==> src/rtl/peak_hold_pkg.sv <==
// peak_hold_pkg: shared constants, state encoding and index-width helper for peak_hold_4bit
package peak_hold_pkg;
  localparam int DATA_W = 4;
  localparam int WIN_LEN_MIN = 2;
  localparam int WIN_LEN_MAX = 256;
  typedef logic [1:0] state_t;
  localparam state_t IDLE  = 2'd0;
  localparam state_t ACCUM = 2'd1;
  localparam state_t HOLD  = 2'd2;
  // window length is clamped into the legal range before sizing index/counter
  function automatic int idx_w(input int win);
    return $clog2(win < WIN_LEN_MIN ? WIN_LEN_MIN : win > WIN_LEN_MAX ? WIN_LEN_MAX : win);
  endfunction
endpackage

==> src/rtl/peak_hold_4bit_if.sv <==
// peak_hold_4bit_if: sample-in / result-out valid-ready bundle for peak_hold_4bit
//   in_valid/in_data/in_ready    : sample stream into the detector
//   out_valid/out_peak/out_idx/out_ready : window result stream
//   out_min only exists when PEAK_HOLD_MIN_EN is defined
interface peak_hold_4bit_if #(parameter int WIN_LEN = 16);
  import peak_hold_pkg::*;
  localparam int IDX_W = idx_w(WIN_LEN);
  logic              in_valid;
  logic [DATA_W-1:0] in_data;
  logic              in_ready;
  logic              out_valid;
  logic [DATA_W-1:0] out_peak;
  logic [IDX_W-1:0]  out_idx;
  logic              out_ready;
`ifdef PEAK_HOLD_MIN_EN
  logic [DATA_W-1:0] out_min;
`endif
  modport master (
    output in_valid, in_data, out_ready,
    input  in_ready, out_valid, out_peak, out_idx
`ifdef PEAK_HOLD_MIN_EN
    , out_min
`endif
  );
  modport slave (
    input  in_valid, in_data, out_ready,
    output in_ready, out_valid, out_peak, out_idx
`ifdef PEAK_HOLD_MIN_EN
    , out_min
`endif
  );
endinterface

==> src/rtl/greater_than_4bit.sv <==
// greater_than_4bit: gate-level unsigned 4-bit comparator, gt = (a > b)
//   a, b : 4-bit unsigned operands
//   gt   : 1 when a is strictly greater than b
module greater_than_4bit (
  input  logic [3:0] a,
  input  logic [3:0] b,
  output logic       gt
);
  logic [3:0] eq;
  logic [3:0] g;
  assign eq = ~(a ^ b);
  assign g  = a & ~b;
  // MSB-first priority: a bit decides only if every higher bit is equal
  assign gt = g[3]
            | (eq[3] & g[2])
            | (eq[3] & eq[2] & g[1])
            | (eq[3] & eq[2] & eq[1] & g[0]);
endmodule

==> src/rtl/peak_hold_4bit.sv <==
// peak_hold_4bit: windowed peak detector (max value + first index) over WIN_LEN 4-bit samples
//   clk, rst_n (async active-low), clear (sync abort)
//   bus  : peak_hold_4bit_if slave (sample in, result out)
//   busy : window in progress
//   PEAK_HOLD_MIN_EN adds out_min, tracked by a second comparator
module peak_hold_4bit #(parameter int WIN_LEN = 16) (
  input  logic             clk,
  input  logic             rst_n,
  input  logic             clear,
  peak_hold_4bit_if.slave  bus,
  output logic             busy
);
  import peak_hold_pkg::*;
  localparam int IDX_W = idx_w(WIN_LEN);
  state_t            state;
  logic [DATA_W-1:0] peak;
  logic [IDX_W-1:0]  idx;
  logic [IDX_W-1:0]  cnt;
  logic              gt;
  logic              take;
  logic              last;
  greater_than_4bit u_gt (.a(bus.in_data), .b(peak), .gt(gt));
  assign take          = bus.in_valid & bus.in_ready;
  assign last          = cnt == IDX_W'(WIN_LEN - 1);
  assign bus.in_ready  = state != HOLD;
  assign bus.out_valid = state == HOLD;
  assign bus.out_peak  = peak;
  assign bus.out_idx   = idx;
  assign busy          = state == ACCUM;
  always_ff @(posedge clk or negedge rst_n)
    if (!rst_n) begin
      state <= IDLE;
      peak  <= '0;
      idx   <= '0;
      cnt   <= '0;
    end else if (clear) begin
      state <= IDLE;
      peak  <= '0;
      idx   <= '0;
      cnt   <= '0;
    end else if (state == IDLE) begin
      if (take) begin
        state <= ACCUM;
        peak  <= bus.in_data;
        idx   <= '0;
        cnt   <= IDX_W'(1);
      end
    end else if (state == ACCUM) begin
      if (take) begin
        // strict greater-than: ties keep the earliest index
        if (gt) begin
          peak <= bus.in_data;
          idx  <= cnt;
        end
        cnt <= last ? cnt : cnt + 1'b1;
        if (last) state <= HOLD;
      end
    end else if (bus.out_ready) begin
      state <= IDLE;
    end
`ifdef PEAK_HOLD_MIN_EN
  logic [DATA_W-1:0] mn;
  logic              lt;
  // min > in_data is exactly in_data < min, so only strict decreases update
  greater_than_4bit u_lt (.a(mn), .b(bus.in_data), .gt(lt));
  assign bus.out_min = mn;
  always_ff @(posedge clk or negedge rst_n)
    if (!rst_n) mn <= '0;
    else if (clear) mn <= '0;
    else if (take && (state == IDLE || lt)) mn <= bus.in_data;
`endif
endmodule

==> src/flat_wrapper.sv <==
// flat-port wrapper written by rule: the top's interface ports become plain ports
module peak_hold_4bit_flat import peak_hold_pkg::*;
#(parameter int WIN_LEN = 16)
  (clk, rst_n, clear, busy, bus_in_valid, bus_in_data, bus_out_ready, bus_in_ready, bus_out_valid, bus_out_peak, bus_out_idx);
  peak_hold_4bit_if #(.WIN_LEN(WIN_LEN)) bus_i ();
  input  logic clk;
  input  logic rst_n;
  input  logic clear;
  output logic busy;
  input wire logic [$bits(bus_i.in_valid)-1:0] bus_in_valid;
  input wire logic [$bits(bus_i.in_data)-1:0] bus_in_data;
  input wire logic [$bits(bus_i.out_ready)-1:0] bus_out_ready;
  output wire logic [$bits(bus_i.in_ready)-1:0] bus_in_ready;
  output wire logic [$bits(bus_i.out_valid)-1:0] bus_out_valid;
  output wire logic [$bits(bus_i.out_peak)-1:0] bus_out_peak;
  output wire logic [$bits(bus_i.out_idx)-1:0] bus_out_idx;
  assign bus_i.in_valid = bus_in_valid;
  assign bus_i.in_data = bus_in_data;
  assign bus_i.out_ready = bus_out_ready;
  assign bus_in_ready = bus_i.in_ready;
  assign bus_out_valid = bus_i.out_valid;
  assign bus_out_peak = bus_i.out_peak;
  assign bus_out_idx = bus_i.out_idx;
  peak_hold_4bit #(.WIN_LEN(WIN_LEN)) u_core (.clk(clk), .rst_n(rst_n), .clear(clear), .bus(bus_i), .busy(busy));
endmodule
==> config.mk <==
export PLATFORM = sky130hd
export DESIGN_NAME = peak_hold_4bit_flat
export DESIGN_NICKNAME = d
export VERILOG_FILES = /design/src/rtl/peak_hold_pkg.sv /design/src/rtl/peak_hold_4bit_if.sv /design/src/rtl/greater_than_4bit.sv /design/src/rtl/peak_hold_4bit.sv /design/src/flat_wrapper.sv
export SDC_FILE = /design/constraint.sdc
export NUM_CORES = 1
export LEC_CHECK = 0
export BUFFER_PORTS_ARGS = -buffer_cell sky130_fd_sc_hd__buf_2
export CAP_MARGIN = 20
export CORE_MARGIN = 4
export CORE_UTILIZATION = 40
export DETAILED_ROUTE_END_ITERATION = 16
export PLACE_DENSITY_LB_ADDON = 0.08
export SETUP_SLACK_MARGIN = 0.02
export SYNTH_ARGS = -nofsm -noshare
export SYNTH_HDL_FRONTEND = slang
export SYNTH_SLANG_ARGS = --single-unit
==> constraint.sdc <==
create_clock -name clk -period 2.2 [get_ports clk]
set_input_delay 0.44 -clock clk [delete_from_list [all_inputs] [get_ports clk]]
set_output_delay 0.44 -clock clk [all_outputs]
set_load 0.02 [all_outputs]
==> run_results.csv, run 1 <==
group,metric,value,unit
outcome,run_status,"completed",
die,chipHeight,53.1,µm
worst_hold_path,worstHoldPathType,"in2async",
cts,worstSkewPairLatency,280,ps
cts,cts_hold_buf,0,
die,die_width,53.1,µm
cells_and_area,num-fill-cells,198,
cells_and_area,num_antenna_cells,0,
grt,antenna_found_initial,0,
synthesis,synthDistinctLibCells,26,
drt,drt-pass1-iter-count,4,
cells_and_area,postLayoutCellArea,967,µm²
timing,final-setup-viol-count,0,
power,total_power_consumption_of_the_routed_design,569,µW
cells_and_area,final_util,49.8,%
synthesis,synth.top_cells.by_count,"dfrtp_1 (14), inv_1 (9), nand2_1 (9)",
synthesis,synthFlopType,"dfrtp_1",
die,rows,16,
timing,timing.max_slew.rel_slack,77.3,%
synthesis,synth_edf_count,0,
die,initial_utilization,41.9,%
cells_and_area,sequential_standard_cell_area,350,µm²
placed_design,port_buffers,19,
power,switching_share,27.7,%
cts,cts_repair_resize_count,0,
power,power_frac_comb,18.1,%
die,floorplan.die_area,0.00282,mm²
synthesis,synth_area_leaders,"dfrtp_1 (43%), mux2i_1 (9.8%), ha_1 (6.2%)",
power,p_leak,0.506,nW
synthesis,synthMostInstantiatedCell,"dfrtp_1",
cts,cts_max_path_buffers,2,
synthesis,yosysWarnings,0,
power,clockPowerShare,33.1,%
drt,drtAntennaViolNets,0,
synthesis,netlist_instances,81,
timing,finalCriticalPeriod,1680,ps
placed_design,placed_area,931,µm²
drt,detail_route.drc_violations,0,
cells_and_area,fraction_of_final_layout_cells_sized_beyond_drive_strength_1,27.2,%
timing,finalClockSkew,0.977,ps
cells_and_area,areaGrowthSynthToFinish,18.9,%
timing,report.final.hold_viol_count,0,
cts,cts_setup_buffers,0,
grt,grt_pass1_wl,2620,µm
synthesis,share_of_the_synthesized_area_in_the_top_cell_type,43.1,%
placed_design,pre_cts_ws,363,ps
power,seq_power_share,48.9,%
synthesis,synth-seq-cells,14,
worst_setup_path,worst-path-max-fanout,8,
worst_setup_path,reg2regPathDepth,6,
worst_setup_path,worst-setup-path-type,"reg2reg",
worst_setup_path,setup.worst_path.start_class,"register",
synthesis,yosys.area.top_type,"dfrtp_1",
worst_setup_path,setup.worst_path.end_class,"register",
timing,fmax,0.594,GHz
cts,tritoncts,"done",
grt,global_route.usage.total,13.3,%
power,ir_worst_vdd,352,µV
drt,wl_per_cell,11.7,µm
synthesis,mappedNetlistArea,813,µm²
die,core_area,0.00194,mm²
cells_and_area,multi_input_gate_area_in_the_final_layout,418,µm²
worst_setup_path,timing.critical_path.cells,"inv_1 -> ha_1 -> a21o_1 -> a211oi_4 -> a21oi_4 -> a31o_1",
grt,pin_count_of_the_biggest_net_entering_global_routing,15,
drt,detail_route.wirelength,1520,µm
cts,cts-htree-levels,1,
cts,cts_root_buffer,"clkbuf_4",
power,powerDensity,588,mW/mm²
placed_design,place.gp.congestion,0.746,
placed_design,dp_hpwl,1180,µm
grt,first_global_vias,608,
synthesis,postSynth.asyncResetShare,100,%
flow_run,maxCapViolations,0,
drt,via_count,630,
die,ios,20,
worst_setup_path,worstPathArrival,1860,ps
synthesis,syn-num-nets,94,
drt,routed_vias_inst,4.85,
synthesis,seq_area_frac_synth,43.1,%
cells_and_area,final_net_count,117,
grt,grt_remaining_overflow,0,
timing,final_clock_period_utilization_by_the_worst_path,76.5,%
cts,worst_setup_hold_path_clk_slew,90,ps
synthesis,avgSynthCellArea,10.0,µm²
worst_setup_path,worstPathRequired,2370,ps
cts,tritoncts.num_buffers,3,
cts,clock_sink_count,14,
power,power.net_switching,157,µW
drt,drt-initial-drc-count,7,
timing,totalNegativeSetupSlack,0,ps
power,intPower,411,µW
timing,unrepaired_setup_endpoints_after_global_routing,"false",
worst_setup_path,timing.critical_path.slowest_stage_cell,"dfrtp_1",
worst_setup_path,worst_path_largest_cell_delay,350,ps
timing,finalWorstSetupSlack,517,ps
timing,worst_slew_pin_slew,339,ps
timing,slew_viol_final,0,
## power groups by stage
stage               Clock [mW]  Combinational [mW]  Sequential, mW
detailed placement           0               0.105           0.283
global route             0.212               0.116           0.281
finish                   0.188               0.103           0.278
global placement             0               0.104           0.283
floorplan                    0              0.0627           0.292
CTS                      0.198               0.105           0.278
## worst paths after layout
check	from	endpoint	slack, ps
max	u_core.bus.out_peak[2]	u_core.bus.out_peak[0]	520
min	rst_n	u_core.bus.out_idx[0]	50
max reg2reg	u_core.bus.out_peak[2]	u_core.bus.out_peak[0]	520
min reg2reg	u_core.bus.out_idx[3]	u_core.bus.out_idx[3]	520
max in group asynchronous	rst_n	u_core.bus.out_peak[3]	1910
min in group clk	bus_in_valid	u_core.cnt[3]	350
## routing by layer
| metal | wire [µm] | track usage, % | vias up |
|---|---|---|---|
| met5 | 0 | 0 | - |
| met4 | 20 | 6.38 | 0 |
| met3 | 61 | 3.38 | 2 |
| met2 | 720 | 21.1 | 10 |
| met1 | 714 | 16.6 | 291 |
| li1 | - | - | 327 |
## critical path, delay by kind of cell, from the launching register on
| kind | cells | cell delay (ps) |
|---|---|---|
| fa+ha+maj | 1 | 300 |
| buf+inv | 1 | 50 |
| compound gates | 4 | 870 |
| flops | 1 | 350 |
## state kept, by name (all words and copies together), names as in the netlist
signal	cells
u_core.cnt	4
u_core.bus.out_peak	4
u_core.bus.out_idx	4
u_core.state	2
## kinds of logic (layout without fill, tap and decap cells)
family / after synthesis / after routing / share of synthesized area [%]
adder cells (fa/ha/maj): 4 / 4 / 6.15
buffers and inverters: 10 / 32 / 5.54
flip-flops: 14 / 14 / 43.1
AND/OR/NAND/NOR: 26 / 26 / 16.0
multiplexers: 8 / 8 / 9.85
AO/OA/AOI/OAI: 19 / 19 / 19.4
## layout make-up
cell class / instances / area share [%]
Multi-Input combinational cell: 57 / 43.2
Tap cell: 27 / 3.49
Timing Repair Buffer: 19 / 9.83
Inverter: 9 / 3.49
Clock buffer: 4 / 3.75
Sequential cell: 14 / 36.2
## cell usage in the layout (no fill, tap or decap), drive strengths merged, types with 4 or more instances in the layout
| master | count |
|---|---|
| dfrtp | 14 |
| a21oi | 6 |
| clkbuf | 4 |
| nand2 | 9 |
| ha | 4 |
| o21ai | 4 |
| mux2i | 8 |
| buf | 19 |
| inv | 9 |
| nor2 | 5 |
## per-stage QoR
step / hold slack [ps] / instances
after detailed placement: 358 / 126
after CTS: 43.8 / 130
after global placement: 357 / 126
final: 46.9 / 130
after global routing: 47.0 / 130
after floorplan: 144 / 81
(Power assumes the default switching activity.)
==> run 2, diff against run 1 <==
Settings changed: ABC_AREA set to 1.
Clock period 2.2 ns to 1.55 ns, I/O delays scaled along.
==> run 2 against run 1 <==
Via count rose by 36%. Final area rose by 25%. Clock power rose by 41%. Sequential share of layout area fell by 7.2 points. Critical endpoint unchanged. Largest cell class unchanged.
==> run_results.csv, run 2 <==
group,metric,value,unit
outcome,run_status,"completed",
worst_setup_path,timing.rr.end,"u_core.bus.out_peak[0]",
power,total_power_consumption_of_the_routed_design,1.47,mW
worst_hold_path,worstHoldPathType,"in2reg",
synthesis,share_of_the_synthesized_area_in_the_top_cell_type,37.6,%
synthesis,seq_area_frac_synth,37.6,%
drt,routed_vias_inst,4.59,
timing,report.final.hold_viol_count,0,
worst_setup_path,worst-path-max-fanout,8,
synthesis,syn-num-nets,143,
timing,unrepaired_setup_endpoints_after_global_routing,"false",
synthesis,yosysWarnings,0,
worst_setup_path,reg2regPathDepth,9,
worst_setup_path,setup.worst_path.start_class,"register",
cells_and_area,postLayoutCellArea,0.00121,mm²
worst_setup_path,timing.critical_path.cells,"inv_1 -> ha_4 -> nand2_2 -> nor2_4 -> nor2_8 -> nand3_4 -> nand2_8 -> nand2_1 -> nand2_1",
cells_and_area,mostFrequentLayoutCells,"nand2_1 (38), buf_2 (19), inv_1 (15), nor2_1 (15)",
cells_and_area,instances_no_fill,187,
worst_setup_path,worst-setup-path-type,"reg2reg",
synthesis,synth_area_leaders,"dfrtp_1 (38%), nand2_1 (18%), nand3_1 (7.5%)",
worst_setup_path,worst_path_largest_cell_delay,370,ps
worst_setup_path,worstSetupPathDepth,9,
drt,detail_route.wirelength,1990,µm
placed_design,dp_hpwl,1470,µm
grt,first_global_vias,816,
synthesis,mappedNetlistArea,932,µm²
worst_setup_path,cp-startpoint,"u_core.bus.out_peak[3]",
worst_setup_path,worst_r2r_startpoint,"u_core.bus.out_peak[3]",
grt,antenna_found_initial,0,
cts,tritoncts.num_buffers,3,
die,ios,20,
worst_setup_path,critical-path-top-cell-by-count,"nand2_1",
drt,wl_per_cell,10.7,µm
cells_and_area,final_net_count,173,
grt,pin_count_of_the_biggest_net_entering_global_routing,15,
die,initial_utilization,42.1,%
die,die_width,56.3,µm
drt,drt-pass1-iter-count,4,
worst_setup_path,worstPathRequired,1730,ps
drt,drt-initial-drc-count,24,
flow_run,maxCapViolations,0,
synthesis,synthDistinctLibCells,19,
cts,cts_root_buffer,"clkbuf_4",
drt,drtAntennaViolNets,0,
synthesis,synth_edf_count,0,
timing,fmax,0.693,GHz
cts,cts-htree-levels,1,
worst_setup_path,worstPathArrival,1620,ps
timing,finalClockSkew,1.91,ps
cells_and_area,fraction_of_final_layout_cells_sized_beyond_drive_strength_1,34.0,%
power,powerDensity,1220,mW/mm²
timing,totalNegativeSetupSlack,0,ps
cells_and_area,num-fill-cells,230,
synthesis,avgSynthCellArea,7.17,µm²
worst_setup_path,timing.critical_path.slowest_stage_cell,"dfrtp_1",
cts,worst_setup_hold_path_clk_slew,90,ps
placed_design,cell_total_after_placement,176,
power,p_leak,0.683,nW
worst_setup_path,path_buf_inv,1,
cts,worstSkewPairLatency,280,ps
timing,final_clock_period_utilization_by_the_worst_path,93.1,%
synthesis,synth.top_cells.by_count,"nand2_1 (44), nor2_1 (16), inv_1 (15)",
timing,slew_viol_final,0,
grt,global_route.usage.total,13.7,%
timing,timing.max_slew.rel_slack,78.1,%
cells_and_area,sequential_standard_cell_area,350,µm²
worst_setup_path,ff2ff_setup_slack,110,ps
grt,grt_remaining_overflow,0,
timing,finalCriticalPeriod,1440,ps
timing,final-setup-viol-count,0,
placed_design,placed_area,0.00106,mm²
timing,worst_slew_pin_slew,328,ps
cts,tritoncts,"done",
grt,grt_pass1_wl,3530,µm
drt,via_count,858,
worst_setup_path,timing.critical_path.max_delay_family,"simple AND/OR/NAND/NOR gates",
placed_design,port_buffers,19,
cells_and_area,final_common_cell,"nand2_1",
drt,detail_route.drc_violations,0,
die,core_area,0.00221,mm²
worst_setup_path,worst_setup_path_endpoint,"u_core.bus.out_peak[0]",
synthesis,synthMostInstantiatedCell,"nand2_1",
placed_design,place.gp.congestion,0.837,
cells_and_area,num_antenna_cells,0,
power,ir_worst_vdd,842,µV
synthesis,postSynth.asyncResetShare,100,%
cells_and_area,areaGrowthSynthToFinish,29.7,%
die,chipHeight,56.3,µm
die,floorplan.die_area,0.00317,mm²
synthesis,synth-seq-cells,14,
synthesis,netlist_instances,130,
die,rows,17,
cts,cts_max_path_buffers,2,
synthesis,synthFlopType,"dfrtp_1",
synthesis,yosys.area.top_type,"dfrtp_1",
cts,clock_sink_count,14,
worst_setup_path,setup.worst_path.end_class,"register",
cells_and_area,multi_input_gate_area_in_the_final_layout,548,µm²
==> run 2: changes by cell type after synthesis, moves of 2 or more <==
cell | before | now
nand2_1 | 9 | 44
nand3_1 | 2 | 14
nor2_1 | 5 | 16
mux2i_1 | 8 | 0
inv_1 | 9 | 15
inv_2 | 0 | 5
a21oi_1 | 5 | 1
o21ai_0 | 4 | 0
nand2_2 | 0 | 3
nand2_4 | 0 | 3
nand2b_1 | 3 | 0
and2b_1 | 2 | 0
==> run 2: metrics by stage <==
step                      setup slack, ps  hold WS, ps  util (%)
after floorplan                      57.0         14.4         -
after global placement               99.3          226      48.0
after detailed placement             54.3          227      48.0
after CTS                            44.5          340      50.1
after global routing                 15.8          391      54.6
final                                 107          351      54.6
==> run 2: how the worst min path moves through the flow <==
stage              startpoint                      to  slack, ps  cells past startpoint
2_1_floorplan           rst_n   u_core.bus.out_idx[0]         10                      0
3_3_place_gp            rst_n   u_core.bus.out_idx[0]        230                      1
3_5_place_dp            rst_n  u_core.bus.out_peak[2]        230                      1
4_1_cts         bus_out_ready         u_core.state[1]        340                      3
5_1_grt        bus_in_data[3]  u_core.bus.out_peak[3]        390                      5
6_report        bus_out_ready         u_core.state[1]        350                      3
==> run 2: what timing repair did <==
item	CTS	global route
setup endpoints to repair	0	9
resized for setup	0	9
hold buffers	1	0
endpoints found under the hold margin	14	0
buffers inserted	0	5
==> run 2: metal layers <==
metal	vias to the layer above	share of wire, %	routed length, µm	GRT usage, %
li1	460	-	-	-
met1	386	44	879	17.4
met2	10	52	1040	22.9
met3	2	3.0	60	2.53
met4	0	0.85	17	5.08
met5	-	0	0	0
==> run 2: area by class of cell <==
class | instances | area share, %
multi-input combinational | 95 | 45.3
timing repair buffer | 25 | 12.8
tap | 28 | 2.90
clock buffer | 4 | 3.00
inverter | 21 | 6.94
sequential | 14 | 29.0
==> run 2: logic make-up (layout without fill, tap and decap cells) <==
family	after synthesis	count (layout)	share of synthesized area (%)
adders and majority gates	4	4	5.37
and+or+nand+nor	88	89	45.4
AOI/OAI and AO/OA	2	2	2.28
buffers and inverters	22	50	9.40
DFF	14	14	37.6
==> run 2: where the power goes <==
part,total (mW),internal [mW],switching (mW)
logic,0.703,0.260,0.443
registers,0.502,0.431,0.0711
clock network,0.265,0.143,0.122
total,1.47,0.834,0.636
==> run 2: worst register-to-register path, stage by stage (launching register included) <==
cell,delay (ps)
dfrtp_1,370
inv_1,80
ha_4,260
nand2_2,70
nor2_4,160
nor2_8,60
nand3_4,120
nand2_8,90
nand2_1,70
nand2_1,50
